**config.mk**
```make
export PLATFORM = sky130hd
export DESIGN_NAME = csa_mult_seq
export DESIGN_NICKNAME = d
export VERILOG_FILES = /design/src/rtl/csa_mult_seq.sv
export SDC_FILE = /design/constraint.sdc
export NUM_CORES = 1
export LEC_CHECK = 0
export BUFFER_PORTS_ARGS = -buffer_cell sky130_fd_sc_hd__buf_2
export CAP_MARGIN = 20
export CORE_AREA = 2 2 184 204
export CTS_CLUSTER_SIZE = 25
export DETAILED_ROUTE_END_ITERATION = 7
export DIE_AREA = 0 0 186 206
export GPL_ROUTABILITY_DRIVEN = 1
export PLACE_DENSITY = 0.67
export SYNTH_ARGS = -nofsm -noshare
export SYNTH_HDL_FRONTEND = slang
export SYNTH_SLANG_ARGS = --single-unit
```
**constraint.sdc**
```tcl
create_clock -name clk -period 3.2 [get_ports clk]
set_input_delay 0.8 -clock clk [delete_from_list [all_inputs] [get_ports clk]]
set_output_delay 0.8 -clock clk [all_outputs]
set_load 0.05 [all_outputs]
```
**src/rtl/csa_mult_seq.sv**
```systemverilog
`default_nettype none
// ============================================================================
// csa_mult_seq : sequential unsigned multiplier, two multiplier bits per cycle
//                through a 4:2 compressor row, then one carry-propagate add.
// Revision     : 1.0
// ============================================================================

module csa_compressor42 (
  input  logic x_i,
  input  logic y_i,
  input  logic z_i,
  input  logic w_i,
  input  logic tin_i,
  output logic s_o,
  output logic c_o,
  output logic tout_o
);
  logic w_s1;

  // tout depends only on x/y/z, so it never ripples along the row
  assign w_s1   = x_i ^ y_i ^ z_i;
  assign tout_o = (x_i & y_i) | (x_i & z_i) | (y_i & z_i);
  assign s_o    = w_s1 ^ w_i ^ tin_i;
  assign c_o    = (w_s1 & w_i) | (w_s1 & tin_i) | (w_i & tin_i);
endmodule

module csa_mult_seq #(
  parameter int WIDTH      = 32,
  parameter bit EARLY_EXIT = 1'b1
) (
  input  logic               clk,
  input  logic               reset,
  input  logic               in_valid,
  output logic               in_ready,
  input  logic [WIDTH-1:0]   in_a,
  input  logic [WIDTH-1:0]   in_b,
  output logic               out_valid,
  input  logic               out_ready,
  output logic [2*WIDTH-1:0] out_product,
  output logic               busy
);
  localparam int PW   = 2 * WIDTH;
  localparam int HALF = WIDTH / 2;
  localparam int IW   = $clog2(HALF) + 1;

  typedef enum logic [1:0] {
    S_IDLE     = 2'd0,
    S_COMPRESS = 2'd1,
    S_RESOLVE  = 2'd2,
    S_DONE     = 2'd3
  } state_t;

  state_t           state_q, state_d;
  logic [PW-1:0]    mcand_q, mcand_d;
  logic [WIDTH-1:0] mplier_q, mplier_d;
  logic [PW-1:0]    sum_q, sum_d;
  logic [PW-1:0]    carry_q, carry_d;
  logic [IW-1:0]    iter_q, iter_d;
  logic [PW-1:0]    prod_q, prod_d;

  logic [PW-1:0]    w_pp0, w_pp1;
  logic [PW-1:0]    w_s, w_c, w_tout, w_tin;
  logic             unused_top;

  assign w_pp0 = mplier_q[0] ? mcand_q : '0;
  assign w_pp1 = mplier_q[1] ? (mcand_q << 1) : '0;
  assign w_tin = {w_tout[PW-2:0], 1'b0};

  generate
    for (genvar i = 0; i < PW; i++) begin : g_row
      csa_compressor42 u_cmp (
        .x_i    (sum_q[i]),
        .y_i    (carry_q[i]),
        .z_i    (w_pp0[i]),
        .w_i    (w_pp1[i]),
        .tin_i  (w_tin[i]),
        .s_o    (w_s[i]),
        .c_o    (w_c[i]),
        .tout_o (w_tout[i])
      );
    end
  endgenerate

  // Top-bit carries fall off: the product always fits in PW bits
  assign unused_top = w_c[PW-1] ^ w_tout[PW-1];

  always_comb begin
    state_d  = state_q;
    mcand_d  = mcand_q;
    mplier_d = mplier_q;
    sum_d    = sum_q;
    carry_d  = carry_q;
    iter_d   = iter_q;
    prod_d   = prod_q;
    case (state_q)
      S_IDLE: begin
        if (in_valid) begin
          mcand_d  = {{WIDTH{1'b0}}, in_a};
          mplier_d = in_b;
          sum_d    = '0;
          carry_d  = '0;
          iter_d   = '0;
          state_d  = S_COMPRESS;
        end
      end
      S_COMPRESS: begin
        sum_d    = w_s;
        carry_d  = {w_c[PW-2:0], 1'b0};
        mcand_d  = mcand_q << 2;
        mplier_d = mplier_q >> 2;
        iter_d   = iter_q + IW'(1);
        if ((iter_d == IW'(HALF)) || (EARLY_EXIT && (mplier_d == '0))) begin
          state_d = S_RESOLVE;
        end
      end
      S_RESOLVE: begin
        prod_d  = sum_q + carry_q;
        state_d = S_DONE;
      end
      S_DONE: begin
        if (out_ready) begin
          state_d = S_IDLE;
        end
      end
      default: state_d = S_IDLE;
    endcase
  end

  always_ff @(posedge clk) begin
    if (reset) begin
      state_q  <= S_IDLE;
      mcand_q  <= '0;
      mplier_q <= '0;
      sum_q    <= '0;
      carry_q  <= '0;
      iter_q   <= '0;
      prod_q   <= '0;
    end else begin
      state_q  <= state_d;
      mcand_q  <= mcand_d;
      mplier_q <= mplier_d;
      sum_q    <= sum_d;
      carry_q  <= carry_d;
      iter_q   <= iter_d;
      prod_q   <= prod_d;
    end
  end

  assign in_ready    = (state_q == S_IDLE);
  assign out_valid   = (state_q == S_DONE);
  assign busy        = (state_q == S_COMPRESS) || (state_q == S_RESOLVE);
  assign out_product = prod_q;
endmodule
`default_nettype wire

```
==> impl_results.md <==
* VDD IR max at 575 uV
* Antenna violations before repair at 0
* CP Launch Type: flop
* Status: complete, no violations
* Core area at 36,600 um2
* Worst stage delay on the critical path at 430 ps
* Sequential area share after synthesis at 33.3%
* Area contributors post-synth: dfxtp_1 (33%), fa_1 (14%), nor2_1 (7.0%)
* Clk root buf: clkbuf_16
* Die extent in y at 206 um
* Post-Route WL at 44,400 um
* Antenna violation net count after detailed routing at 0
* Worst-Margin Slew at 983 ps
* First-pass GRT wire length at 72,900 um
* Max Fclk at 0.329 GHz
* Slowest cell on the critical path: ha_1
* Maximum net fanout on the critical path at 9
* DRC viols at 0
* Post-synthesis cell area at 17,600 um2
* DP HPWL at 30,800 um
* Clk slew on worst S/H paths at 60 ps
* #FFs+latches synth at 293
* CTS tree: built
* Largest net degree at the start of global routing at 181
* Worst path cell trace: ha_1 > a21oi_1 > o21ai_0 > a21oi_2 > o21ai_0 > o311ai_2 > nand3_2 > a31oi_4 > o21ai_2 > xnor2_1 > a211oi_2
* Number of diodes at 0
* Critical path arrival at 3480 ps
* CP Class: flop to flop
* Yosys cell types at 68
* Synth Warn # at 0
* Design Area, Final at 19,900 um2
* Hold WC Path Type: flop to flop
* Gr ovfl total at 0
* Final Power at 12.4 mW
* Via count at 14,151
* Share of cells above drive strength 1 at 12.5%
* Top layer in use: met4
* Top_reg_cell synth: dfxtp_1
* Max-slew violation count at 0
* P_leak at 8.74 nW
* Total track usage at 23.5%
* Final setup viols at 0
* Syn Area/Cell at 9.27 um2
* Num rows at 74
* Cells after synthesis at 1,902
* Endpoint class of the critical path: flop
* WL met3 at 1820 um
* CTS Buf Count at 34
* Leading area contributor after synthesis: dfxtp_1
* H-tree depth at 2
* M1 WL at 19,700 um
* EDFF count, synth at 0
* Final #Nets at 2,224
* Setup Total Neg Slack at 0 ps
* Worst-skew pair later-pin latency at 520 ps
* CTS sink cnt at 293
* Initial drt markers at 942
* Post-synth ARST share at 0%
* Final min period at 3040 ps
* Final hold viol count at 0
* WL met2 at 21,800 um
* Die area at 38,300 um2
* Slew HR at 34.5%
* Routability cong. at 0.913
* Ports at 135
* WP data required at 3640 ps
* Clk_skew at 11.7 ps
* Hold WS at 475 ps
* Placed cell areas at 18,700 um2
* RSZ-0062 raised after global routing: true
* CTS max path bufs at 3
* Die width at 186 um
* Post-DR vias/cell at 5.70
* Starting Density at 48.2%
* Final period utilization at 95.1%
* Power Density at 624 nW/um2
* Top cell by count, worst path: o21ai_0
* WL/cell at 17.9 um
* Area grow syn2layout at 12.9%
* Max_cap viols at 0
* Post-Syn Nets at 2,162
* PortBufs at 134
* Synth top area share at 33.3%
* Vias in the first global route at 14,008
* Number of setup buffers added after CTS at 0
* TritonRoute pass-1 iters at 5
-- critical path: cells and delay by family, from the launching register on --
kind / cells / cell delay (ps)
AOI/OAI and AO/OA: 8 / 1820
adders and majority gates: 1 / 430
DFF: 1 / 340
and+or+nand+nor: 1 / 210
xor gates and xnor gates: 1 / 150
-- flip-flops by register name (all words and copies together) (netlist names) --
signal,cells
out_product,64
mcand_q,64
mplier_q,32
state_q,2
iter_q,5
carry_q,62
sum_q,64
-- final timing paths --
path | startpoint | to | slack (ps) | depth (start not counted)
min | out_product[3] | out_product[3] | 480 | 2
max reg2reg | carry_q[16] | out_product[63] | 160 | 11
min reg2reg | out_product[3] | out_product[3] | 480 | 2
max | carry_q[16] | out_product[63] | 160 | 11
-- per-layer routing --
metal / vias to the layer above / global-route usage (%)
li1: 6826 / -
met1: 6927 / 31.3
met2: 336 / 39.9
met3: 62 / 3.08
met4: 0 / 6.55
met5: - / 0
-- metrics by stage --
step | instances | worst slack (ps) | utilization [%]
2_1_floorplan | 1902 | 495 | -
3_3_place_gp | 2420 | 227 | 51.1
3_5_place_dp | 2422 | 127 | 51.1
4_1_cts | 2483 | 95.5 | 54.4
5_1_grt | 2483 | -24.9 | 54.4
6_report | 2483 | 156 | 54.4
-- synthesized netlist by cell type, drive strengths merged, types with 5 or more instances --
master  number
a211oi      70
and3         7
nor2       329
a22o        12
xor2        26
nand4       25
xnor2       35
nand2       63
ha          68
o31ai        5
nor2b        7
fa         124
clkbuf     121
nor3        16
nand3       14
and2       127
a31oi       12
nand3b       6
or3          5
a21oi       92
dfxtp      293
a22oi      152
inv         25
mux2i      101
nor4         7
o21a         8
o21ai       43
o21bai      15
buf         17
a21o        42
-- kinds of logic (layout without fill, tap and decap cells) --
| logic type | count (synthesis) | count (layout) | share of synthesized area [%] |
|---|---|---|---|
| compound gates | 476 | 476 | 19.0 |
| simple gates | 614 | 614 | 16.2 |
| fa+ha+maj | 192 | 192 | 18.9 |
| xor+xnor | 61 | 61 | 3.03 |
| mux | 102 | 102 | 5.80 |
| flops | 293 | 293 | 33.3 |
| buf+inv | 164 | 251 | 3.86 |
-- power breakdown --
part | internal (mW) | total, mW | switching (mW)
sequential | 4.08 | 4.47 | 0.397
combinational | 1.28 | 3.78 | 2.51
clock | 2.57 | 4.16 | 1.59
total | 7.92 | 12.4 | 4.49
-- timing repair --
| item | CTS | global route |
|---|---|---|
| setup endpoints to repair | 0 | 8 |
| hold buffers | 0 | 0 |
| gates resized for setup | 0 | 3 |
| endpoints found under the hold margin | 0 | 0 |
-- final cells by class --
class	instances	area, um2
clock buffers	50	1030
inverters	25	93.8
clock inverters	11	161
multi-input cells	1445	11100
fillers	3323	16700
well taps	494	618
repair buffers	165	987
flip-flops and latches	293	5870
-- layout by cell type, fill, tap and decap left out, types with 12 or more instances in the layout --
cell       count
nor2_1       329
dfxtp_1      293
a22oi_1      152
buf_2        133
fa_1         124
and2_1       123
mux2i_1      100
a21oi_1       89
a211oi_1      68
ha_1          66
nand2_1       63
a21o_1        42
clkbuf_16     37
o21ai_0       36
xnor2_1       35
xor2_1        26
inv_1         25
nand4_1       25
buf_4         25
nor3_1        16
o21bai_1      14
nand3_1       12
a22o_1        12
No activity file was read; power rests on OpenSTA's default activity.
